==> src/rtl/dual_line_read_scheduler_pkg.sv <==
// Shared defaults and state encoding for the dual camera line read scheduler.
package dual_line_read_scheduler_pkg;

    localparam int unsigned DefLineLen = 1280;
    localparam int unsigned DefLines   = 720;
    localparam int unsigned DefThresh  = 1000;
    localparam int unsigned DefUsedwW  = 14;
    localparam int unsigned DefSkewTmo = 4095;

    typedef enum logic [1:0] {
        StIdle,
        StWaitLine,
        StRead,
        StLineEnd
    } sched_state_t;

endpackage

==> src/rtl/dual_line_read_scheduler_if.sv <==
// FIFO fill levels in, shared read strobe and framed stream qualifiers out.
interface dual_line_read_scheduler_if #(
    parameter int unsigned USEDW_W = 14
);
    logic [USEDW_W-1:0] rdusedw_1;
    logic [USEDW_W-1:0] rdusedw_2;
    logic               rdreq;
    logic               valid;
    logic               sof;
    logic               eol;
    logic               eof;

    modport master (
        input  rdusedw_1, rdusedw_2,
        output rdreq, valid, sof, eol, eof
    );

    modport slave (
        output rdusedw_1, rdusedw_2,
        input  rdreq, valid, sof, eol, eof
    );
endinterface

==> src/rtl/dual_line_read_scheduler_skew_watchdog.sv <==
// Counts consecutive cycles where only one FIFO is ready while waiting for a line.
module dual_line_read_scheduler_skew_watchdog #(
    parameter int unsigned SKEW_TMO = 4095
) (
    input  logic clk_sys,
    input  logic reset,
    input  logic armed,
    input  logic skewed,
    input  logic clr_err,
    output logic err_skew
);
    localparam int unsigned CntW = $clog2(SKEW_TMO + 1);

    logic [CntW-1:0] cnt_q, cnt_d;
    logic            err_q, err_d;
    logic            hit;

    always_comb begin
        cnt_d = '0;
        hit   = 1'b0;
        if (armed && skewed) begin
            // Saturate at the timeout; the flag fires only on the cycle it is reached.
            cnt_d = (cnt_q == CntW'(SKEW_TMO)) ? cnt_q : cnt_q + 1'b1;
            hit   = (cnt_q == CntW'(SKEW_TMO - 1));
        end
        err_d = hit ? 1'b1 : (clr_err ? 1'b0 : err_q);
    end

    always_ff @(posedge clk_sys) begin
        if (reset) begin
            cnt_q <= '0;
            err_q <= 1'b0;
        end else begin
            cnt_q <= cnt_d;
            err_q <= err_d;
        end
    end

    assign err_skew = err_q;
endmodule

==> src/rtl/dual_line_read_scheduler.sv <==
// Dual-FIFO line read scheduler: releases one line from both camera FIFOs in lockstep
// and frames the resulting stream with sof/eol/eof.
module dual_line_read_scheduler
    import dual_line_read_scheduler_pkg::*;
#(
    parameter int unsigned LINE_LEN = DefLineLen,
    parameter int unsigned LINES    = DefLines,
    parameter int unsigned THRESH   = DefThresh,
    parameter int unsigned USEDW_W  = DefUsedwW,
    parameter int unsigned SKEW_TMO = DefSkewTmo
) (
    input  logic                              clk_sys,
    input  logic                              reset,
    input  logic                              enable,
    input  logic                              frame_start,
    input  logic                              clr_err,
    dual_line_read_scheduler_if.master        bus,
    output logic [9:0]                        line_cnt,
    output logic [7:0]                        frame_cnt,
    output logic                              busy,
    output logic                              err_skew,
    output logic                              err_overrun
);
    localparam int unsigned WordW = (LINE_LEN > 1) ? $clog2(LINE_LEN) : 1;
    localparam logic [USEDW_W-1:0] Thresh = USEDW_W'(THRESH);

    sched_state_t     state_q, state_d;
    logic [WordW-1:0] word_q, word_d;
    logic [9:0]       line_q, line_d;
    logic [7:0]       frame_q, frame_d;
    logic             pend_q, pend_d;
    logic             ovr_q, ovr_d;
    logic             valid_q, sof_q, eol_q, eof_q;
    logic             rdy_1, rdy_2, rd, last_word, last_line, overrun_hit;

    assign rdy_1       = (bus.rdusedw_1 >= Thresh);
    assign rdy_2       = (bus.rdusedw_2 >= Thresh);
    assign rd          = (state_q == StRead);
    assign last_word   = (word_q == WordW'(LINE_LEN - 1));
    assign last_line   = (line_q == 10'(LINES - 1));
    assign overrun_hit = frame_start && (state_q != StIdle);

    always_comb begin
        state_d = state_q;
        word_d  = word_q;
        line_d  = line_q;
        frame_d = frame_q;
        pend_d  = pend_q;
        unique case (state_q)
            StIdle: begin
                if (frame_start && enable) begin
                    state_d = StWaitLine;
                    line_d  = '0;
                end
            end
            StWaitLine: begin
                if (frame_start) begin
                    line_d = '0;
                end else if (rdy_1 && rdy_2) begin
                    state_d = StRead;
                    word_d  = '0;
                end
            end
            StRead: begin
                // A line in flight is never cut short; a new frame waits for its end.
                word_d = word_q + 1'b1;
                if (frame_start) pend_d = 1'b1;
                if (last_word) state_d = StLineEnd;
            end
            StLineEnd: begin
                pend_d = 1'b0;
                if (frame_start || pend_q) begin
                    state_d = StWaitLine;
                    line_d  = '0;
                end else if (last_line) begin
                    state_d = StIdle;
                    frame_d = frame_q + 8'd1;
                    line_d  = '0;
                end else if (!enable) begin
                    state_d = StIdle;
                    line_d  = '0;
                end else begin
                    state_d = StWaitLine;
                    line_d  = line_q + 10'd1;
                end
            end
            default: state_d = StIdle;
        endcase
        ovr_d = overrun_hit ? 1'b1 : (clr_err ? 1'b0 : ovr_q);
    end

    always_ff @(posedge clk_sys) begin
        if (reset) begin
            state_q <= StIdle;
            word_q  <= '0;
            line_q  <= '0;
            frame_q <= '0;
            pend_q  <= 1'b0;
            ovr_q   <= 1'b0;
            valid_q <= 1'b0;
            sof_q   <= 1'b0;
            eol_q   <= 1'b0;
            eof_q   <= 1'b0;
        end else begin
            state_q <= state_d;
            word_q  <= word_d;
            line_q  <= line_d;
            frame_q <= frame_d;
            pend_q  <= pend_d;
            ovr_q   <= ovr_d;
            valid_q <= rd;
            sof_q   <= rd && (line_q == 10'd0) && (word_q == '0);
            eol_q   <= rd && last_word;
            eof_q   <= rd && last_word && last_line;
        end
    end

    dual_line_read_scheduler_skew_watchdog #(
        .SKEW_TMO (SKEW_TMO)
    ) u_skew_watchdog (
        .clk_sys  (clk_sys),
        .reset    (reset),
        .armed    (state_q == StWaitLine),
        .skewed   (rdy_1 ^ rdy_2),
        .clr_err  (clr_err),
        .err_skew (err_skew)
    );

    assign bus.rdreq   = rd;
    assign bus.valid   = valid_q;
    assign bus.sof     = sof_q;
    assign bus.eol     = eol_q;
    assign bus.eof     = eof_q;
    assign line_cnt    = line_q;
    assign frame_cnt   = frame_q;
    assign busy        = (state_q != StIdle);
    assign err_overrun = ovr_q;
endmodule

==> src/flat_wrapper.sv <==
// flat-port wrapper written by rule: the top's interface ports become plain ports
module dual_line_read_scheduler_flat import dual_line_read_scheduler_pkg::*;
#(
    parameter int unsigned LINE_LEN = DefLineLen,
    parameter int unsigned LINES    = DefLines,
    parameter int unsigned THRESH   = DefThresh,
    parameter int unsigned USEDW_W  = DefUsedwW,
    parameter int unsigned SKEW_TMO = DefSkewTmo
)
  (clk_sys, reset, enable, frame_start, clr_err, line_cnt, frame_cnt, busy, err_skew, err_overrun, bus_rdusedw_1, bus_rdusedw_2, bus_rdreq, bus_valid, bus_sof, bus_eol, bus_eof);
  dual_line_read_scheduler_if #(.USEDW_W(USEDW_W)) bus_i ();
  input  logic clk_sys;
  input  logic reset;
  input  logic enable;
  input  logic frame_start;
  input  logic clr_err;
  output logic [9:0] line_cnt;
  output logic [7:0] frame_cnt;
  output logic busy;
  output logic err_skew;
  output logic err_overrun;
  input wire logic [$bits(bus_i.rdusedw_1)-1:0] bus_rdusedw_1;
  input wire logic [$bits(bus_i.rdusedw_2)-1:0] bus_rdusedw_2;
  output wire logic [$bits(bus_i.rdreq)-1:0] bus_rdreq;
  output wire logic [$bits(bus_i.valid)-1:0] bus_valid;
  output wire logic [$bits(bus_i.sof)-1:0] bus_sof;
  output wire logic [$bits(bus_i.eol)-1:0] bus_eol;
  output wire logic [$bits(bus_i.eof)-1:0] bus_eof;
  assign bus_i.rdusedw_1 = bus_rdusedw_1;
  assign bus_i.rdusedw_2 = bus_rdusedw_2;
  assign bus_rdreq = bus_i.rdreq;
  assign bus_valid = bus_i.valid;
  assign bus_sof = bus_i.sof;
  assign bus_eol = bus_i.eol;
  assign bus_eof = bus_i.eof;
  dual_line_read_scheduler #(.LINE_LEN(LINE_LEN), .LINES(LINES), .THRESH(THRESH), .USEDW_W(USEDW_W), .SKEW_TMO(SKEW_TMO)) u_core (.clk_sys(clk_sys), .reset(reset), .enable(enable), .frame_start(frame_start), .clr_err(clr_err), .bus(bus_i), .line_cnt(line_cnt), .frame_cnt(frame_cnt), .busy(busy), .err_skew(err_skew), .err_overrun(err_overrun));
endmodule
==> config.mk <==
export PLATFORM = sky130hd
export DESIGN_NAME = dual_line_read_scheduler_flat
export DESIGN_NICKNAME = d
export VERILOG_FILES = /design/src/rtl/dual_line_read_scheduler_pkg.sv /design/src/rtl/dual_line_read_scheduler_if.sv /design/src/rtl/dual_line_read_scheduler_skew_watchdog.sv /design/src/rtl/dual_line_read_scheduler.sv /design/src/flat_wrapper.sv
export SDC_FILE = /design/constraint.sdc
export NUM_CORES = 1
export LEC_CHECK = 0
export CORE_ASPECT_RATIO = 0.7
export CORE_MARGIN = 4
export CORE_UTILIZATION = 50
export CTS_BUF_LIST = sky130_fd_sc_hd__clkbuf_16
export CTS_CLUSTER_SIZE = 25
export DETAILED_ROUTE_END_ITERATION = 16
export DONT_BUFFER_PORTS = 1
export SYNTH_ARGS = -nofsm -noshare
export SYNTH_HDL_FRONTEND = slang
export SYNTH_HIERARCHICAL = 1
export SYNTH_SLANG_ARGS = --single-unit
==> constraint.sdc <==
create_clock -name clk_sys -period 2.9 [get_ports clk_sys]
set_clock_uncertainty 0.1 [all_clocks]
set_input_delay 0.725 -clock clk_sys [delete_from_list [all_inputs] [get_ports clk_sys]]
set_output_delay 0.725 -clock clk_sys [all_outputs]
set_load 0.05 [all_outputs]
==> qor.txt <==
status = finished clean
Die H = 68.80 um
R2R Setup Slk = 440 ps
io pins = 59
setup TNS = 0 ps
area share of the largest cell type after synthesis = 0.3791
Antenna Nets Post-Route = 0
CTS tree = done
RSZ-0062 raised after global routing = false
Worst Hold Path EP = u_core/pend_q
top cell type by total area after synthesis = dfxtp_1
full die area = 0.006525 mm2
period utilization = 0.8481
hold depth = 2
commonest cells after routing, fill and taps aside = dfxtp_1 (50), nand2_1 (25), nor2_1 (25)
HP Start = u_core/pend_q
Post-Syn Instances = 313
Final setup viols = 0
Clock Sinks = 50
r2r worst-path depth = 5
number of global-route vias before repair = 2,172
# hold bufs at CTS = 0
#FFs+latches synth = 50
Unique masters post-synth = 48
Initial DRC Count = 118
area post-placement = 0.002774 mm2
r2r startpoint = u_core/state_q[0]
PD cells = 662.7 mW/mm2
drt wl/cell = 15.56 um
Slew Limit Fails = 0
crit path kind = flop to flop
worst-skew pair later-pin latency = 280 ps
relative slew slack = 0.4609
Setup crit start kind = flop
Syn Nets = 358
vias per cell = 5.929
Crit path required time = 3020 ps
synth top area cells = dfxtp_1 (38%), ha_1 (5.7%), a21oi_1 (4.5%), xnor2_1 (4.3%), nand2_1 (3.6%)
Post-synth ARST share = 0
Leak Pwr = 0.0009805 uW
Max clock buf depth = 2
layout cells sized above 1 = 0.1108
DRT Pass-1 Iters = 4
P&R area growth vs syn = 12.23%
register area = 0.001001 mm2
Post-CTS Setup Bufs = 0
hpwl dp = 4.568 mm
largest net degree at the start of global routing = 20
Detailed Route WL = 6.131 mm
post_cts resized = 0
CTS Root Cell = clkbuf_16
Filler cells = 473
Die X = 94.85 um
Overflow after GRT = 0
WP data arrival = 2580 ps
routed vias = 2,336
GRT Util Overall = 0.1990
n_diodes = 0
Final Hold Viols = 0
placed cells = 386
sequential cell area fraction in the yosys report = 0.3791
Synth Warn # = 6
first-pass GRT wire length = 10.16 mm
VDD IR-drop max = 0.4011 mV
Post-Syn Area = 0.002640 mm2
Primary FF master, synth = dfxtp_1
port bufs = 0
final cell count without fillers = 394
min Tclk post-route = 2460 ps
Worst-Margin Slew = 803.3 ps
max-cap violations = 0
footprint of the multi-input gates = 0.001499 mm2
DRC errors left = 0
routability cong. = 0.8458
Synth Area per Inst = 8.435 um2
initial core utilization = 0.5344
r2r endpoint = u_core/frame_cnt[7]
antenna violations before repair = 0
# rows = 21
htree depth = 2
Final Instance Area = 0.002963 mm2
CP Max Fanout = 12
core box area = 0.004940 mm2
fmax = 0.4066 GHz
Num CTS Buffers = 5
Min-Delay Path Class = flop to flop
commonest non-fill, non-tap cell in the layout = dfxtp_1
Layout Utilization = 0.5998
Post-synth EDFFs = 0
Final nets = 369
Worst-path clk slew = 70 ps
Critical Path End Type = flop
[worst max-delay path by stage]
stage	from	to	slack, ps	cells after the start
6_report	u_core/state_q[0]	u_core/frame_cnt[7]	440	5
5_1_grt	u_core/state_q[0]	u_core/frame_cnt[7]	260	5
4_1_cts	u_core/state_q[0]	u_core/frame_cnt[7]	430	5
3_5_place_dp	bus_rdusedw_2[8]	u_core/word_q[8]	210	8
3_3_place_gp	bus_rdusedw_2[8]	u_core/word_q[3]	310	7
2_1_floorplan	frame_start	u_core/frame_cnt[5]	240	6
[worst max-delay path, stage by stage, from the launching register on]
cell and delay [ps]:
dfxtp_1 420, ha_1 240, or3b_2 470, or4_4 500, or4_1 520, a21oi_1 140
[per-stage QoR]
step,hold WS [ps],power [uW],worst slack (ps)
2_1_floorplan,348.5,1132,240.3
3_3_place_gp,368.4,1235,311.7
3_5_place_dp,367.8,1239,211.4
4_1_cts,382.3,1984,429.3
5_1_grt,387.8,2070,262.3
6_report,381.5,1963,440.4
[state kept, by name, summed over array words and instances (netlist names)]
register / cells
u_core/word_q: 11
u_core/u_skew_watchdog/err_skew: 1
u_core/bus.valid: 1
u_core/pend_q: 1
u_core/u_skew_watchdog/cnt_q: 12
u_core/err_overrun: 1
u_core/bus.eof: 1
u_core/frame_cnt: 8
u_core/bus.sof: 1
u_core/bus.eol: 1
u_core/line_cnt: 10
u_core/state_q: 2
[kinds of logic (layout without fill, tap and decap cells)]
family,Yosys count,count (layout),share of synthesized area
AO/OA/AOI/OAI,75,75,0.1825
XOR/XNOR,14,14,0.04645
adder cells (fa/ha/maj),12,12,0.05687
buffers and inverters,31,43,0.05308
flip-flops,50,50,0.3791
multiplexers,4,4,0.01517
AND/OR/NAND/NOR,127,127,0.2668
[per-layer routing]
metal / track usage / part of all wire / vias to the layer above
met5: 0 / 0 / -
met4: 0.05396 / 0.0069 / 0
met3: 0.05423 / 0.091 / 4
met2: 0.2985 / 0.40 / 84
met1: 0.2814 / 0.50 / 1069
li1: - / - / 1179
[cell type report]
class / count / area share
Multi-Input combinational cell: 232 / 0.5059
Sequential cell: 50 / 0.3378
Clock buffer: 5 / 0.04223
Timing Repair Buffer: 15 / 0.03801
Tap cell: 69 / 0.02914
Inverter: 20 / 0.02534
Clock inverter: 3 / 0.02154
[power by group]
group          switching, uW  internal (uW)
Clock                    246            491
Combinational            313            142
Sequential              53.9            718
[cells in the mapped netlist, drive strengths merged, types with 8 or more instances]
| library cell | instances |
|---|---|
| a21oi | 24 |
| dfxtp | 50 |
| ha | 12 |
| inv | 20 |
| nand2 | 25 |
| nand3 | 15 |
| nand4 | 8 |
| nor2 | 25 |
| nor4 | 10 |
| o21ai | 16 |
| o31ai | 11 |
| or4 | 14 |
| xnor2 | 13 |
Power figures use the tool's default switching activity.
